## config.mk

```make
export PLATFORM = sky130hd
export DESIGN_NAME = encoder_4to2
export DESIGN_NICKNAME = d
export VERILOG_FILES = /design/src/rtl/encoder_4to2.sv
export SDC_FILE = /design/constraint.sdc
export NUM_CORES = 1
export LEC_CHECK = 0
export ABC_AREA = 1
export CORE_AREA = 2 2 39 41
export CTS_BUF_LIST = sky130_fd_sc_hd__clkbuf_4
export CTS_CLUSTER_SIZE = 40
export DETAILED_ROUTE_END_ITERATION = 8
export DIE_AREA = 0 0 41 43
export PLACE_DENSITY = 0.35
export SYNTH_ARGS = -nofsm -noshare
export SYNTH_HDL_FRONTEND = slang
export SYNTH_SLANG_ARGS = --single-unit
```

## constraint.sdc

```tcl
create_clock -name clk -period 0.8 [get_ports clk]
set_input_delay 0.12 -clock clk [delete_from_list [all_inputs] [get_ports clk]]
set_output_delay 0.12 -clock clk [all_outputs]
set_load 0.02 [all_outputs]
```

## src/rtl/encoder_4to2.sv

```systemverilog
// Registered priority encoder: maps a request vector to the index of its winning set bit,
// qualified by valid (any bit set) and multi (two or more bits set). One cycle of latency.
module encoder_4to2 #(
    parameter int unsigned N         = 4,
    parameter int unsigned OUT_W     = 2,
    parameter bit          HIGH_PRIO = 1'b1
) (
    input  logic             clk,
    input  logic             rst_n,
    input  logic [N-1:0]     i,
    output logic [OUT_W-1:0] out,
    output logic             valid,
    output logic             multi
);

    logic [OUT_W-1:0] idx;
    logic             any;
    logic             many;

    // Scan in ascending order so the last hit wins for HIGH_PRIO, descending otherwise.
    always_comb begin
        idx  = '0;
        any  = 1'b0;
        many = 1'b0;
        for (int k = 0; k < int'(N); k++) begin
            int unsigned pos;
            pos = HIGH_PRIO ? k : (N - 1 - k);
            if (i[pos]) begin
                if (any) begin
                    many = 1'b1;
                end
                any = 1'b1;
                idx = OUT_W'(pos);
            end
        end
    end

    always_ff @(posedge clk or negedge rst_n) begin
        if (!rst_n) begin
            out   <= '0;
            valid <= 1'b0;
            multi <= 1'b0;
        end else begin
            out   <= idx;
            valid <= any;
            multi <= many;
        end
    end

endmodule

```

==> flow_summary.toml <==
[floorplan]
fp.dieH_um = 43
start_util_pct = 10.9
io_pins = 10
die_w_um = 41
die-area_um2 = 1760
coreArea_um2 = 1380
rows = 14

[clock_network]
clock_sinks = 4
cts_root_buffer = "clkbuf_4"
clkTransAtPathRegs_ps = 40
h-tree-depth = 1
postCtsSetupBuffers = 0
cts_made_buffers = 3
clockBufferDepth = 2
hold_buffers = 0
tritoncts = "done"

[timing]
hold_violations = 0
rsz0062_at_grt = "yes"
fmax_ghz = 1.18
setup_viol = 4
period_share_pct = 106
whs_ps = 81.8
final.setup.worst_slack_ps = -48.6
layout_min_cycle_time_ps = 849
finalSetupTns_ps = -174
worst_pin_slew_ps = 167
max_slew_margin_pct = 88.8
slew_violations = 0

[worst_setup_path]
worst-path-buf-inv = 1
endpoint_kind = "primary output"
critPathKind = "reg2out"
worstPathCellList = "buf_6"
critPathSlowestCell = "dfrtp_1"
slowest_delay_ps = 370
crit_path_max_fanout = 1
cp.required_ps = 680
start_kind = "register"
cp_top_family = "flip-flops"
worstPathArrival_ps = 730

[placed_design]
dp.cells = 41
routabilityCongestion = 0.510
io_buffers = 9

[route]
ant_nets = 0
viasPerCell = 3.09
highest_layer = "met4"
wl_met3_um = 59
drt-wirelength-per-cell_um = 6.61
drtPass1Iterations = 2
drtIter0Drc = 2
wl_met1_um = 112
drc_errors = 0
wl_met2_um = 101
num_vias = 136
routed_wl_um = 291

[worst_hold_path]
min_path_type = "in2async"

[finish]
diodes = 0
area_delta_synth_final_pct = 95.9
fin_util_pct = 21.4
drive_gt1_share_pct = 32.1
nets = 36
nFillCells = 147
stdcell_count = 44

[job]
cap_violations = 0

[global_routing]
antenna_found_initial = 0
grt_pass1_vias = 145
grtUsageTotal_pct = 5.03
grt_max_degree = 5
grt_pass1_wl_um = 503
globalRouteOverflowTotal = 0

[run_status]
violations = "negative setup slack"
status = "finished with violations"

[synthesis]
synth-seq-area-share_pct = 66.1
synth_area_um2 = 151
ys_types = 6
ys_ff_latch = 4
ys_warn_count = 0
synth_area_per_cell_um2 = 9.46
synthCells = 16
synth_nets = 22

[power_and_ir_drop]
power.density_nw_per_um2 = 1870
leakagePower_uw = 0.000149
max-vdd-ir-drop_uv = 314
[report_power, final]
group	switching (uW)	total [uW]	internal (uW)	leakage, uW
registers	4.90	220	215	0.0000412
clock network	77.6	245	167	0.0000138
logic	40.7	89.7	49.0	0.0000938
[cells by family after synthesis]
| kind of cell | count (synthesis) | synth area share [%] |
|---|---|---|
| flops | 4 | 66.1 |
| compound gates | 1 | 4.96 |
| buf+inv | 3 | 7.44 |
| simple gates | 8 | 21.5 |
[layout by cell type, fill, tap and decap left out, drive strengths merged]
cell           instances
buf                    4
clkbuf                 3
clkdlybuf4s50          3
dfrtp                  4
dlymetal6s2s           2
inv                    3
nand2                  6
nor2                   2
o21bai                 1
[final cells by class]
cell class                 count  area, um2  share of cell area [%]
clock buffer                   3       22.5                    7.59
multi-input combinational      9       42.5                    14.3
inverter                       3       11.3                    3.80
tap                           16       20.0                    6.75
sequential                     4        100                    33.8
timing repair buffer           9        100                    33.8
[metrics by stage]
step / worst slack, ps / cell area, um2 / total power [uW]
after floorplan: 264 / 151 / 251
after global placement: -211 / 262 / 306
after detailed placement: -225 / 262 / 308
after CTS: -62.6 / 289 / 572
after global routing: -72.7 / 297 / 595
final: -48.6 / 297 / 555
[path summary, 6_finish.rpt]
check	start	to	slack (ps)	cells after the start
setup / recovery	out[0]	out[0]	-50	1
hold / removal	rst_n	valid	80	1
max in group asynchronous	rst_n	out[0]	560	1
min in group clk	i[3]	out[1]	170	3
[repair_timing]
item | 4_1_cts | 5_1_grt
pin swaps | 0 | 1
resized for setup | 24 | 3
setup endpoints to repair | 4 | 5
[synthesized netlist by cell type, drive strengths merged]
master	number	area share, %
inv	3	7.4
dfrtp	4	66
nand2	6	15
o21bai	1	5.0
nor2	2	6.6
[metal layers]
metal / global-route usage, % / vias to the layer above
li1: - / 70
met1: 4.19 / 52
met2: 5.94 / 12
met3: 1.57 / 2
met4: 10.0 / 0
met5: 0 / -
[flip-flops by register name, summed over array words and instances (netlist names)]
name   cells
multi      1
out        2
valid      1
Power figures use the tool's default switching activity.
